===== src/rtl/router_pkg.sv =====
// rtl/router_pkg.sv - shared router flit layout, direction codes and tx port state type
package router_pkg;

  localparam int FLIT_SIZE      = 82;
  localparam int VALID_BIT      = 81;
  localparam int CREDIT_BIT     = 80;
  localparam int CNT_W          = 16;
  localparam int CREDIT_FIELD_W = CNT_W;

  localparam logic [2:0] DIR_LOCAL = 3'd0;
  localparam logic [2:0] DIR_NORTH = 3'd1;
  localparam logic [2:0] DIR_EAST  = 3'd2;
  localparam logic [2:0] DIR_SOUTH = 3'd3;
  localparam logic [2:0] DIR_WEST  = 3'd4;

  typedef enum logic [1:0] {
    IDLE   = 2'd0,
    DATA   = 2'd1,
    CREDIT = 2'd2,
    STALL  = 2'd3
  } tx_state_t;

endpackage


===== src/rtl/tx_skid_fifo.sv =====
// rtl/tx_skid_fifo.sv - small synchronous FIFO buffering flits ahead of the link
module tx_skid_fifo #(
  parameter int WIDTH = 82,
  parameter int DEPTH = 4
) (
  input  logic             clk_i,
  input  logic             rst_ni,
  input  logic             push_i,
  input  logic [WIDTH-1:0] push_data_i,
  input  logic             pop_i,
  output logic             full_o,
  output logic             empty_o,
  output logic [WIDTH-1:0] head_o
);

  localparam int AW = $clog2(DEPTH);

  logic [AW:0]      wr_ptr_q, wr_ptr_d;
  logic [AW:0]      rd_ptr_q, rd_ptr_d;
  logic [WIDTH-1:0] mem_q [DEPTH];

  // Extra pointer MSB tells a full buffer from an empty one when the indices match.
  assign empty_o = (wr_ptr_q == rd_ptr_q);
  assign full_o  = (wr_ptr_q[AW] != rd_ptr_q[AW]) && (wr_ptr_q[AW-1:0] == rd_ptr_q[AW-1:0]);
  assign head_o  = mem_q[rd_ptr_q[AW-1:0]];

  // Pointers advance only on accepted operations; a push into a full buffer is ignored.
  always_comb begin
    wr_ptr_d = wr_ptr_q + (AW+1)'(push_i && !full_o);
    rd_ptr_d = rd_ptr_q + (AW+1)'(pop_i && !empty_o);
  end

  // Pointer registers.
  always_ff @(posedge clk_i or negedge rst_ni) begin
    if (!rst_ni) begin
      wr_ptr_q <= '0;
      rd_ptr_q <= '0;
    end else begin
      wr_ptr_q <= wr_ptr_d;
      rd_ptr_q <= rd_ptr_d;
    end
  end

  // Storage write; contents are don't-care until the pointers cover them.
  always_ff @(posedge clk_i) begin
    if (push_i && !full_o) mem_q[wr_ptr_q[AW-1:0]] <= push_data_i;
  end

endmodule


===== src/rtl/link_tx_port.sv =====
// rtl/link_tx_port.sv - router port transmitter with credit flow control and credit return
module link_tx_port #(
  parameter int FLIT_SIZE          = 82,
  parameter int FIFO_DEPTH         = 4,
  parameter int CREDIT_INIT        = 160,
  parameter int CREDIT_BACK_PERIOD = 100,
  parameter int CNT_W              = 16
) (
  input  logic                 clk,
  input  logic                 rst,
  input  logic [FLIT_SIZE-1:0] in_flit,
  input  logic                 in_valid,
  output logic                 in_avail,
  input  logic                 credit_in_valid,
  input  logic [CNT_W-1:0]     credit_in_count,
  input  logic                 slot_freed,
  output logic [FLIT_SIZE-1:0] out_flit,
  output logic                 out_valid,
  output logic [CNT_W-1:0]     credit_cnt,
  output logic [CNT_W-1:0]     stall_cnt,
  output logic                 credit_ovf
);

  import router_pkg::*;

  localparam int               PER_W      = (CREDIT_BACK_PERIOD > 1) ? $clog2(CREDIT_BACK_PERIOD) : 1;
  localparam logic [PER_W-1:0] PER_LAST   = PER_W'(CREDIT_BACK_PERIOD - 1);
  localparam logic [CNT_W:0]   CREDIT_MAX = (CNT_W+1)'(CREDIT_INIT);
  localparam logic [CNT_W-1:0] CNT_MAX    = '1;

  tx_state_t            state_q, state_d;
  logic [FLIT_SIZE-1:0] out_flit_q, out_flit_d;
  logic [CNT_W-1:0]     credit_q, credit_d;
  logic [CNT_W-1:0]     stall_q, stall_d;
  logic [CNT_W-1:0]     pending_q, pending_d;
  logic [PER_W-1:0]     period_q, period_d;
  logic                 credit_req_q, credit_req_d;
  logic                 ovf_q, ovf_d;
  logic [CNT_W:0]       credit_sum;
  logic                 wrap;
  logic                 fifo_full, fifo_empty, fifo_push, fifo_pop;
  logic [FLIT_SIZE-1:0] fifo_head;

  assign in_avail   = !fifo_full;
  assign fifo_push  = in_valid && !fifo_full;
  assign fifo_pop   = (state_d == DATA);
  assign wrap       = (period_q == PER_LAST);
  assign out_flit   = out_flit_q;
  assign out_valid  = (state_q == DATA) || (state_q == CREDIT);
  assign credit_cnt = credit_q;
  assign stall_cnt  = stall_q;
  assign credit_ovf = ovf_q;

  tx_skid_fifo #(
    .WIDTH (FLIT_SIZE),
    .DEPTH (FIFO_DEPTH)
  ) u_fifo (
    .clk_i       (clk),
    .rst_ni      (rst),
    .push_i      (fifo_push),
    .push_data_i (in_flit),
    .pop_i       (fifo_pop),
    .full_o      (fifo_full),
    .empty_o     (fifo_empty),
    .head_o      (fifo_head)
  );

  // Per-cycle send decision (credit return beats data) and all counter next-state.
  always_comb begin
    state_d      = IDLE;
    out_flit_d   = out_flit_q;
    stall_d      = stall_q;
    pending_d    = pending_q;
    credit_req_d = credit_req_q;
    ovf_d        = ovf_q;
    period_d     = wrap ? '0 : period_q + PER_W'(1);

    if (credit_req_q)     state_d = CREDIT;
    else if (!fifo_empty) state_d = (credit_q != '0) ? DATA : STALL;

    case (state_d)
      CREDIT: begin
        out_flit_d                        = '0;
        out_flit_d[VALID_BIT]             = 1'b1;
        out_flit_d[CREDIT_BIT]            = 1'b1;
        out_flit_d[CREDIT_FIELD_W-1:0]    = pending_q;
        credit_req_d                      = 1'b0;
      end
      DATA:    out_flit_d = fifo_head;
      STALL:   if (stall_q != CNT_MAX) stall_d = stall_q + CNT_W'(1);
      default: ;
    endcase

    // The reported count restarts from this cycle's pulse so no freed slot is dropped.
    if (state_d == CREDIT)                        pending_d = CNT_W'(slot_freed);
    else if (slot_freed && pending_q != CNT_MAX)  pending_d = pending_q + CNT_W'(1);

    if (wrap && (pending_q != '0) && (state_d != CREDIT)) credit_req_d = 1'b1;

    // One extra bit lets an oversized return be detected before clamping.
    credit_sum = {1'b0, credit_q} - (CNT_W+1)'(state_d == DATA)
               + (credit_in_valid ? {1'b0, credit_in_count} : '0);
    if (credit_sum > CREDIT_MAX) begin
      credit_d = CREDIT_MAX[CNT_W-1:0];
      ovf_d    = 1'b1;
    end else begin
      credit_d = credit_sum[CNT_W-1:0];
    end
  end

  // State and counter registers.
  always_ff @(posedge clk or negedge rst) begin
    if (!rst) begin
      state_q      <= IDLE;
      out_flit_q   <= '0;
      credit_q     <= CREDIT_MAX[CNT_W-1:0];
      stall_q      <= '0;
      pending_q    <= '0;
      period_q     <= '0;
      credit_req_q <= 1'b0;
      ovf_q        <= 1'b0;
    end else begin
      state_q      <= state_d;
      out_flit_q   <= out_flit_d;
      credit_q     <= credit_d;
      stall_q      <= stall_d;
      pending_q    <= pending_d;
      period_q     <= period_d;
      credit_req_q <= credit_req_d;
      ovf_q        <= ovf_d;
    end
  end

endmodule


===== config.mk =====
export PLATFORM = sky130hd
export DESIGN_NAME = link_tx_port
export DESIGN_NICKNAME = d
export VERILOG_FILES = /design/src/rtl/router_pkg.sv /design/src/rtl/tx_skid_fifo.sv /design/src/rtl/link_tx_port.sv
export SDC_FILE = /design/constraint.sdc
export NUM_CORES = 1
export LEC_CHECK = 0
export BUFFER_PORTS_ARGS = -buffer_cell sky130_fd_sc_hd__buf_4
export CAP_MARGIN = 10
export CELL_PAD_IN_SITES_DETAIL_PLACEMENT = 1
export CELL_PAD_IN_SITES_GLOBAL_PLACEMENT = 1
export CORE_MARGIN = 8
export CORE_UTILIZATION = 49
export DETAILED_ROUTE_END_ITERATION = 16
export PLACE_DENSITY = 0.79
export SLEW_MARGIN = 0
export SYNTH_ARGS = -nofsm -noshare
export SYNTH_HDL_FRONTEND = slang
export SYNTH_SLANG_ARGS = --single-unit

===== constraint.sdc =====
create_clock -name clk -period 9.6 [get_ports clk]
set_input_delay 0.48 -clock clk [delete_from_list [all_inputs] [get_ports clk]]
set_output_delay 0.48 -clock clk [all_outputs]
set_load 0.01 [all_outputs]

Yosys cells after proc, flatten, opt, wreduce, memory -nomap -nowiden
Memory sizes are Yosys's and may differ from the RTL's.
Index checks and enable logic that the tools add are counted.

storage, ports and cells
  register bits = 147
  bits in writable memories = 328
  input bits = 103
  memories kept = 1

memories
  name          words  bits a word  rd ports  clocked after Yosys merged registers in  write ports  RTL line            text
  u_fifo.mem_q  4      82           1         0                                        1            tx_skid_fifo.sv:20  logic [WIDTH-1:0] mem_q [DEPTH];

operators by class
  add/subtract/negate cells = 7
  $lt $le $gt $ge = 1
  equal/unequal tests = 12
  multiplexer cells = 13
  reduce and logical (&&, ||, !) cells = 16

operators with widths
  kind                                                 number
  case mux 82 bit (2 select lines)                     1
  2-to-1 mux 16 bit                                    4
  adder 16 x 1 -> 16 bit, second input constant        2
  != test 16 bit, second input constant                2
  nonzero test 16 bit                                  2
  adder 17 x 16 -> 17 bit                              1
  > comparator 17 x 8 -> 1 bit, second input constant  1
  subtractor 16 x 1 -> 17 bit                          1
  adder 7 x 1 -> 7 bit, second input constant          1
  equality test 7 bit, second input constant           1
  logical AND 1 bit                                    7
  2-to-1 mux 7 bit                                     1
  adder 3 x 1 -> 3 bit                                 2
  equality test 2 bit, second input constant           3
  2-to-1 mux 2 bit                                     3
  nonzero test 2 bit                                   3
  equality test 2 x 1 -> 1 bit, second input constant  2
  2-to-1 mux 1 bit                                     4
  equality test 3 bit                                  1
  equality test 2 bit                                  1
  zero test 1 bit                                      2
  != test 2 bit, second input constant                 1
  AND reduction 2 bit                                  1
  logical OR 1 bit                                     1
  != test 1 bit                                        1

Depth between registers and ports, before layout
Gate-level depths: netlist of the first run.

  depth in word-level cells = 9
  mapped depth = 20
  depth with buffers taken out = 18

By module
From an unflattened synthesis of the first run, not the netlist that was laid out.

unflattened totals
  cell total of the unflattened synthesis = 1280
  area, all modules = 19622.6 µm²

by module, submodules not included
  module        instances  cells each  area each (µm²)  sequential area each (µm²)
  tx_skid_fifo  1          458         12176.7          9999.6
  link_tx_port  1          822         7445.9           3530.9

Worst setup path before layout of the first run
OpenSTA, ideal clock, no wires.

  path type = reg2reg
  from = register u_fifo.rd_ptr_q[0]
  to = memory u_fifo.mem_q[2][0] (enable)
  setup time = 0.640 ns
  data arrival time = 7.125 ns
  required time = 8.960 ns
  setup slack = 1.835 ns
  stages on the path, launching flop included = 7
  buffers on the path = 1
  clock period less this slack = 7.765 ns
  path through = dfrtp_1 -> clkbuf_1 -> xor2_1 -> nor2_1 -> nand2_1 -> nand2_1 -> nor3b_1

between the ends
  longest elaborated chain between the ends = 7

RTL lines
  what                                      RTL line            text
  start, declared                           tx_skid_fifo.sv:19  logic [AW:0] rd_ptr_q, rd_ptr_d;
  start signal, assigned                    tx_skid_fifo.sv:40  rd_ptr_q <= rd_ptr_d;
  equality test 2 bit *                     tx_skid_fifo.sv:24  assign full_o = (wr_ptr_q[AW] != rd_ptr_q[AW]) && (wr_ptr_q[AW-1:0] == rd_ptr_q[AW-1:0]);
  logical AND 1 bit *                       tx_skid_fifo.sv:24
  zero test 1 bit *                         n/a
  named net in_avail                        link_tx_port.sv:13  output logic in_avail,
  logical AND 1 bit                         link_tx_port.sv:45  assign fifo_push = in_valid && !fifo_full;
  logical AND 1 bit *                       tx_skid_fifo.sv:46  if (push_i && !full_o) mem_q[wr_ptr_q[AW-1:0]] <= push_data_i;
  2-to-1 mux 1 bit *                        tx_skid_fifo.sv:46
  2-to-1 mux 1 bit (implied by the code) *  tx_skid_fifo.sv:46
  end, declared                             tx_skid_fifo.sv:20

Mark *: on every way through the listed nets, which the timed path passes. The rest lies on a longest branch.

Final worst setup path of the first run
  from = register u_fifo.rd_ptr_q[0]
  to = register ovf_q, in the netlist credit_ovf

between the ends
  longest elaborated chain between the ends = 7

RTL lines
  what                          RTL line             text
  equality test 3 bit           tx_skid_fifo.sv:23   assign empty_o = (wr_ptr_q == rd_ptr_q);
  2-to-1 mux 2 bit              link_tx_port.sv:79   else if (!fifo_empty) state_d = (credit_q != '0) ? DATA : STALL;
  2-to-1 mux 2 bit              link_tx_port.sv:78   if (credit_req_q) state_d = CREDIT;
  named net state_d[1]          link_tx_port.sv:31   tx_state_t state_q, state_d;
  equality test 2 x 1 -> 1 bit  link_tx_port.sv:101  credit_sum = {1'b0, credit_q} - (CNT_W+1)'(state_d == DATA)
  subtractor 16 x 1 -> 17 bit   link_tx_port.sv:101
  adder 17 x 16 -> 17 bit       link_tx_port.sv:102  + (credit_in_valid ? {1'b0, credit_in_count} : '0);
  > comparator 17 x 8 -> 1 bit  link_tx_port.sv:103  if (credit_sum > CREDIT_MAX) begin
  end signal, assigned          link_tx_port.sv:130  ovf_q <= ovf_d;
  end, declared                 link_tx_port.sv:38   logic ovf_q, ovf_d;

The timed path passes the listed nets, and every way through them passes these cells.
A chain may end at the register's enable or synchronous reset.

==> results of run 1 <==
[cells in the mapped netlist (2+ instances only)]
cell       number
dfstp_2         2
ha_1           43
o21a_1          2
clkbuf_1       26
mux4_2         82
o211ai_1        2
o22a_1          2
nor2b_1         6
and2_1          3
inv_1         117
edfxtp_1      328
buf_1          17
nor2_1         59
and3_1         12
mux2_2          2
nor4_1          7
or2_2           2
dfrtp_1       145
nor3_1         10
mux2i_1        17
a21oi_1        40
xnor2_1        22
nor3b_1         3
or3_1           5
o31a_1          2
xor2_1         25
nand2b_1        2
o21ai_0        81
o2111ai_1       2
nand2_1       114
nand3_1        18
nand4_1        12
[registers in the layout, summed over array words and instances (netlist names)]
register and cells:
period_q 7, credit_ovf 1, u_fifo.wr_ptr_q 3, u_fifo.rd_ptr_q 3
state_q 2, u_fifo.mem_q 328, pending_q 16, stall_cnt 16
credit_req_q 1, credit_cnt 16, out_flit 82
[how the worst max path moves through the flow]
stage                       startpoint                 end  slack [ns]
floorplan           u_fifo.rd_ptr_q[0]  u_fifo.mem_q[2][0]        1.84
global placement    u_fifo.rd_ptr_q[0]          credit_ovf        3.84
detailed placement  u_fifo.rd_ptr_q[0]          credit_ovf        3.70
CTS                 u_fifo.rd_ptr_q[0]          credit_ovf        3.64
global route        u_fifo.rd_ptr_q[0]          credit_ovf        3.29
finish              u_fifo.rd_ptr_q[0]          credit_ovf        3.75
[area by class of cell]
type,count,area [µm²]
clock buffer,63,1350
clock inverter,27,290
fill,3644,15600
inverter,117,439
multi-input combinational,604,5080
sequential,475,13500
tap,518,648
timing repair buffer,230,1730
[cells by family after synthesis]
group,count (synthesis)
AOI/OAI and AO/OA,145
xor gates and xnor gates,47
adders and majority gates,44
buffers and inverters,160
DFF,475
muxes,101
other,1
and+or+nand+nor,259
[power groups by stage]
stage	logic, mW	clock network [mW]	registers, mW
final	2.34	1.93	3.13
after global routing	2.59	2.04	3.18
after CTS	2.40	1.97	3.14
after detailed placement	2.37	0	3.17
after global placement	2.28	0	3.12
after floorplan	1.44	0	3.11
[layout by cell type, fill, tap and decap left out, drive strengths merged, types with 2 or more instances in the layout]
cell type	count
nand2	114
and2	4
mux4	82
o211ai	2
clkinv	20
edfxtp	328
mux2i	17
nor2	59
dfrtp	145
nand2b	2
nor3b	3
ha	43
inv	117
clkbuf	63
nor3	10
buf	230
xor2	25
a21oi	41
o2111ai	2
mux2	2
o21ai	81
a211oi	2
bufinv	6
o31a	2
nor2b	6
a221oi	2
nor4	7
or3	5
dfstp	2
or2	2
o21a	2
xnor2	22
nand3	18
o22a	2
and3	12
conb	8
or4	2
nand4	12
[metrics by stage]
step	utilization (%)	hold WS, ns	setup WS [ns]	power, mW	area (µm²)
floorplan	-	0.184	1.84	4.56	19200
global placement	55.5	0.443	3.84	5.41	21400
detailed placement	55.5	0.457	3.70	5.54	21400
CTS	59.7	0.0585	3.64	7.52	23100
global route	59.7	0.0831	3.29	7.80	23100
finish	59.7	0.0397	3.75	7.39	23100
[per-layer routing]
metal  track usage [%]  vias to the layer above
met1              27.2                     5765
li1                  -                     4999
met4              5.63                        4
met3              4.69                       67
met2              36.1                      252
met5                 0                        -
==> run metrics, run 1 <==
Post-Place Cells 1944; Flop pwr share 42.3%; top routing layer used met5; CP max stage delay 1.08 ns; MaxCap Viol Count 0; gr ovfl total 0; die height 214 µm; ANT cells 0; met2 wire len 23800 µm; Final Hold Fails 0; # Post-CTS Setup Buffers 0; # resized after CTS 0; VDD IR max 0.000330 V; fin crit period 5.85 ns; Setup Skew 0.0191 ns; worst hold path class in2async; layout cells sized above 1 27.0%; Post-Synth Simple-Gate Area 6.14%; xor/xnor share of the synthesized area 2.15%; biggest area consumer among synthesized cells edfxtp_1; cell family with most CP delay simple AND/OR/NAND/NOR gates; Clock Power Share 26.1%; Worst-Margin Slew 1.17 ns; crit-path cells xor2_1 -> nor3_1 -> nor2_1 -> or2_2 -> inv_1 -> ha_1 -> nand2_1 -> ha_1 -> a211oi_2 -> o21bai_1 -> a221o_2 -> a21oi_2 -> xor2_1 -> o21ai_0 -> or4_4 -> or3_1; outcome finished clean; ys async rst share 30.9%; CTS Buffer Depth 3; register area share after synthesis 70.7%; Comb power frac 31.6%; arrival time at the worst endpoint 6.30 ns; All-Layer GR Usage 21.1%; Die W 214 µm; CP endpoint kind flip-flop; period utilization 61.0%; area grow syn2layout 20.5%; worst-path cell with the longest stage delay dfrtp_4; DRT met1 WL 19700 µm; antenna violations before repair 3; # DRC 0; I/O pins 220; Final GP Congestion 0.868; CTS buffer count 48; Vias per Instance 5.45; fin. max-slew vios 0; CTS root buffer clkbuf_16; Total Routed Length 47100 µm; CP Buf/Inv Count 1; Core ar. 38600 µm²; largest family of logic cells by synthesized area multiplexers; Setup Crit Path Kind reg2reg; CP required 10.05 ns; first-pass GRT wire length 73200 µm; reg-to-reg slack, setup 3.75 ns; number of flops mapped to enable cells by yosys 328; Synth Area in Compound Gates 4.31%; Synth Warn # 0; CTS tree done; reg-to-reg startpoint u_fifo.rd_ptr_q[0]; NumNets Final 1623; top cell type's share of synthesized area 51.4%; vias in the first global route 12500; Synth Area in Adders 2.91%; switching share of power 33.0%; CTS clk-pin slew, worst paths 0.06 ns; vias 11100; CP Max Fanout 47; Avg Cell Area, Syn 15.5 µm²; Sw Pwr 2.44 mW; worst reg2reg path endpoint credit_ovf; PortBufs 219; Startpoint Class flip-flop; CTS Hold Buffers Added 0; worst skew pair latency 0.58 ns; row cnt 72; H-tree Lvls 2; die area 45700 µm²; Pwr Density 320 nW/µm²; post-route antenna net violation count 0; Post-DP HPWL 29900 µm; setup TNS 0 ns; wire per inst 23.2 µm; FMAX 171 MHz; Synth area leaders edfxtp_1 51%, dfrtp_1 19%, mux4_2 9.6%, ha_1 2.8%, inv_1 2.3%; Leak 9.30 nW; drt first pass iters 5; RSZ-0062 raised after global routing false; Netlist cell types 54; top_reg_cell synth edfxtp_1; largest net degree at the start of global routing 97; fin cells 2034; Slew HR 21.8%; CTS sink count 475; Starting Density 49.5%; Mapped Cells 1232; Int Power 4.95 mW; metal3 WL 2660 µm; Post-Synthesis Cell Area 19100 µm²; Worst Reg-to-Reg Cells 16; first-iteration detailed-routing DRC count 582; flip-flop and latch count after synthesis 475; # setup viols final 0; mux share of post-synthesis cell area 10.7%; Crit path depth 16
(Power assumes the default switching activity.)
==> run 2, diff against run 1 <==
--- a/config.mk
+++ b/config.mk
@@ -5,14 +5,15 @@
 export SDC_FILE = /design/constraint.sdc
 export NUM_CORES = 1
 export LEC_CHECK = 0
+export ABC_AREA = 1
 export BUFFER_PORTS_ARGS = -buffer_cell sky130_fd_sc_hd__buf_4
 export CAP_MARGIN = 10
 export CELL_PAD_IN_SITES_DETAIL_PLACEMENT = 1
 export CELL_PAD_IN_SITES_GLOBAL_PLACEMENT = 1
 export CORE_MARGIN = 8
-export CORE_UTILIZATION = 49
+export CORE_UTILIZATION = 42
 export DETAILED_ROUTE_END_ITERATION = 16
-export PLACE_DENSITY = 0.79
+export PLACE_DENSITY = 0.75
 export SLEW_MARGIN = 0
 export SYNTH_ARGS = -nofsm -noshare
 export SYNTH_HDL_FRONTEND = slang
==> constraint.sdc (replaced) <==
create_clock -name clk -period 4.8 [get_ports clk]
set_input_delay 0.24 -clock clk [delete_from_list [all_inputs] [get_ports clk]]
set_output_delay 0.24 -clock clk [all_outputs]
set_load 0.01 [all_outputs]
==> run metrics, run 2 <==
outcome finished clean (unchanged); Clock Power Share 25.2% (was 26.1%); All-Layer GR Usage 21.3% (was 21.1%); vias in the first global route 16200 (was 12500); most common cell after layout, fill and taps aside nand2_1 (was edfxtp_1); Netlist cell types 44 (was 54); die height 234 µm (was 214 µm); CP endpoint kind flip-flop (unchanged); FMAX 258 MHz (was 171 MHz); first-iteration detailed-routing DRC count 995 (was 582); antenna violations before repair 8 (was 3); worst skew pair latency 0.59 ns (was 0.58 ns); top cell type's share of synthesized area 49.2% (was 51.4%); Largest register FFs 328 (unchanged); flip-flop and latch count after synthesis 475 (unchanged); first-pass GRT wire length 90900 µm (was 73200 µm); CTS Buffer Depth 3 (unchanged); die area 54900 µm² (was 45700 µm²); Setup Skew 0.0116 ns (was 0.0191 ns); drt first pass iters 5 (unchanged); Worst Reg-to-Reg Cells 23 (was 16); Post-Synthesis Cell Area 20000 µm² (was 19100 µm²); Startpoint Class flip-flop (unchanged); fin. max-slew vios 0 (unchanged); pre-CTS setup slack 0.893 ns (was 3.70 ns); CP Max Fanout 27 (was 47); Pwr Density 630 nW/µm² (was 320 nW/µm²); Final GP Congestion 0.827 (was 0.868); Hold Path Stages 5; Total Routed Length 57900 µm (was 47100 µm); Final Hold Fails 0 (unchanged); Slew HR 20.4% (was 21.8%); gr ovfl total 0 (unchanged); Mapped Cells 1832 (was 1232); # DRC 0 (unchanged); CTS tree done (unchanged); switching share of power 38.0% (was 33.0%); # Post-CTS Setup Buffers 0 (unchanged); H-tree Lvls 2 (unchanged); post-route antenna net violation count 0 (unchanged); number of flops mapped to enable cells by yosys 328 (unchanged); RSZ-0062 raised after global routing false (unchanged); Comb power frac 36.3% (was 31.6%); I/O pins 220 (unchanged); MaxCap Viol Count 0 (unchanged); register area share after synthesis 67.6% (was 70.7%); vias 14700 (was 11100); setup slack after layout 0.918 ns (was 3.75 ns); synth cell count leaders 336 x nand2_1, 328 x edfxtp_1, 232 x nor2_1, 174 x o21ai_0, 148 x inv_1 (was 328 x edfxtp_1, 145 x dfrtp_1, 117 x inv_1, 114 x nand2_1, 82 x mux4_2); crit-path cells buf_4 -> nand2_1 -> nand4_1 -> or2_2 -> a31oi_1 -> ha_2 -> xnor2_1 -> ha_1 -> inv_1 -> fa_1 -> inv_1 -> nand2_1 -> nand2_1 -> nand3_1 -> nand2_1 -> nand2_1 -> nand2_1 -> nand2_1 -> nand2_1 -> inv_1 -> nor2_1 -> nand3_2 -> nor2_1 (was xor2_1 -> nor3_1 -> nor2_1 -> or2_2 -> inv_1 -> ha_1 -> nand2_1 -> ha_1 -> a211oi_2 -> o21bai_1 -> a221o_2 -> a21oi_2 -> xor2_1 -> o21ai_0 -> or4_4 -> or3_1); Int Power 9.71 mW (was 4.95 mW); Setup Crit Path Kind reg2reg (unchanged); Core ar. 47300 µm² (was 38600 µm²); wire per inst 20.7 µm (was 23.2 µm); Worst-Margin Slew 1.19 ns (was 1.17 ns); Vias per Instance 5.28 (was 5.45); worst hold path class in2reg (was in2async); row cnt 80 (was 72); CTS root buffer clkbuf_16 (unchanged); Synth area leaders edfxtp_1 49%, dfrtp_1 18%, nand2_1 6.3%, o21ai_0 4.4%, nor2_1 4.4% (was edfxtp_1 51%, dfrtp_1 19%, mux4_2 9.6%, ha_1 2.8%, inv_1 2.3%); arrival time at the worst endpoint 4.40 ns (was 6.30 ns); CTS clk-pin slew, worst paths 0.06 ns (about the same); worst-path cell with the longest stage delay dfrtp_2 (was dfrtp_4); Flop pwr share 38.6% (was 42.3%); NumNets Final 2276 (was 1623); period utilization 80.9% (was 61.0%); most frequent cells in the layout 336 x nand2_1, 328 x edfxtp_1, 236 x buf_4 (was 328 x edfxtp_1, 229 x buf_4, 143 x dfrtp_1); count leader, synth nand2_1 (was edfxtp_1); CTS sink count 475 (unchanged); Die W 234 µm (was 214 µm); biggest area consumer among synthesized cells edfxtp_1 (unchanged); Leak 10.4 nW (was 9.30 nW); layout cells sized above 1 15.5% (was 27.0%); CP required 5.32 ns (was 10.05 ns); Starting Density 42.2% (was 49.5%); Layout Utilization 52.5% (was 59.7%); ys async rst share 30.9% (unchanged); top_reg_cell synth edfxtp_1 (unchanged); Sw Pwr 5.94 mW (was 2.44 mW); # resized after CTS 0 (unchanged); area grow syn2layout 24.3% (was 20.5%); CTS Hold Buffers Added 83 (was 0); Synth Warn # 0 (unchanged); CP max stage delay 0.42 ns (was 1.08 ns); largest net degree at the start of global routing 107 (was 97); PortBufs 219 (unchanged); Avg Cell Area, Syn 10.9 µm² (was 15.5 µm²); CTS buffer count 50 (was 48); VDD IR max 0.000370 V (was 0.000330 V); Post-DP HPWL 35600 µm (was 29900 µm); fin crit period 3.88 ns (was 5.85 ns); # setup viols final 0 (unchanged); CP most frequent cell nand2_1
## run 2: power groups by stage
| stage | Combinational (mW) | Clock (mW) | Sequential (mW) |
|---|---|---|---|
| after floorplan | 3.18 | 0 | 6.23 |
| after global placement | 5.40 | 0 | 6.06 |
| after detailed placement | 5.63 | 0 | 6.10 |
| after CTS | 5.76 | 4.02 | 6.04 |
| after global routing | 6.30 | 4.17 | 6.12 |
| final | 5.67 | 3.94 | 6.04 |
## run 2: logic make-up after synthesis
logic type,count (synthesis),share of synthesized area [%]
buf+inv,234,4.47
compound gates,316,8.55
flops,475,67.6
simple gates,738,15.5
xor+xnor,24,1.05
other cells,1,0.0187
fa+ha+maj,44,2.79
## run 2: metrics by stage
step	TNS (ns)	hold WS [ns]	cell area, µm²	cells	power, mW
2_1_floorplan	-801.77	-0.0556	20000	1839	9.41
3_3_place_gp	0	0.222	22300	2609	11.5
3_5_place_dp	0	0.232	22300	2609	11.7
4_1_cts	0	0.0258	24800	2786	15.8
5_1_grt	0	0.0559	24900	2790	16.6
6_report	0	0.0529	24900	2791	15.7
## run 2: critical path: cells and delay by family, from the launching register on
family / cells / cell delay [ns]
AO/OA/AOI/OAI: 1 / 0.29
XOR/XNOR: 1 / 0.12
adder cells (fa/ha/maj): 3 / 0.85
buffers and inverters: 4 / 0.46
flip-flops: 1 / 0.42
AND/OR/NAND/NOR: 14 / 1.67
## run 2: worst paths after layout
check	startpoint	end	slack, ns
max	u_fifo.rd_ptr_q[1]	credit_cnt[0]	0.92
max reg2reg	u_fifo.rd_ptr_q[1]	credit_cnt[0]	0.92
min reg2reg	period_q[0]	period_q[0]	0.47
min	slot_freed	pending_q[0]	0.05
max in group asynchronous	rst	u_fifo.rd_ptr_q[0]	3.29
min in group asynchronous	rst	credit_ovf	0.17
## run 2: layout make-up
cell class | instances | area, µm²
antenna | 5 | 12.5
clock inverter | 24 | 290
fill | 5004 | 22500
inverter | 149 | 562
multi-input combinational | 1130 | 5640
timing repair buffer | 323 | 2670
tap | 615 | 769
clock buffer | 70 | 1380
sequential | 475 | 13500
## run 2: per-layer routing
layer	part of all wire [%]	global-route usage [%]	wire (µm)	up-vias
met5	0.059	0	34	-
met1	42	26.3	24600	7430
li1	-	-	-	6892
met2	50	37.2	28900	325
met4	2.3	6.76	1360	6
met3	5.1	4.02	2970	95
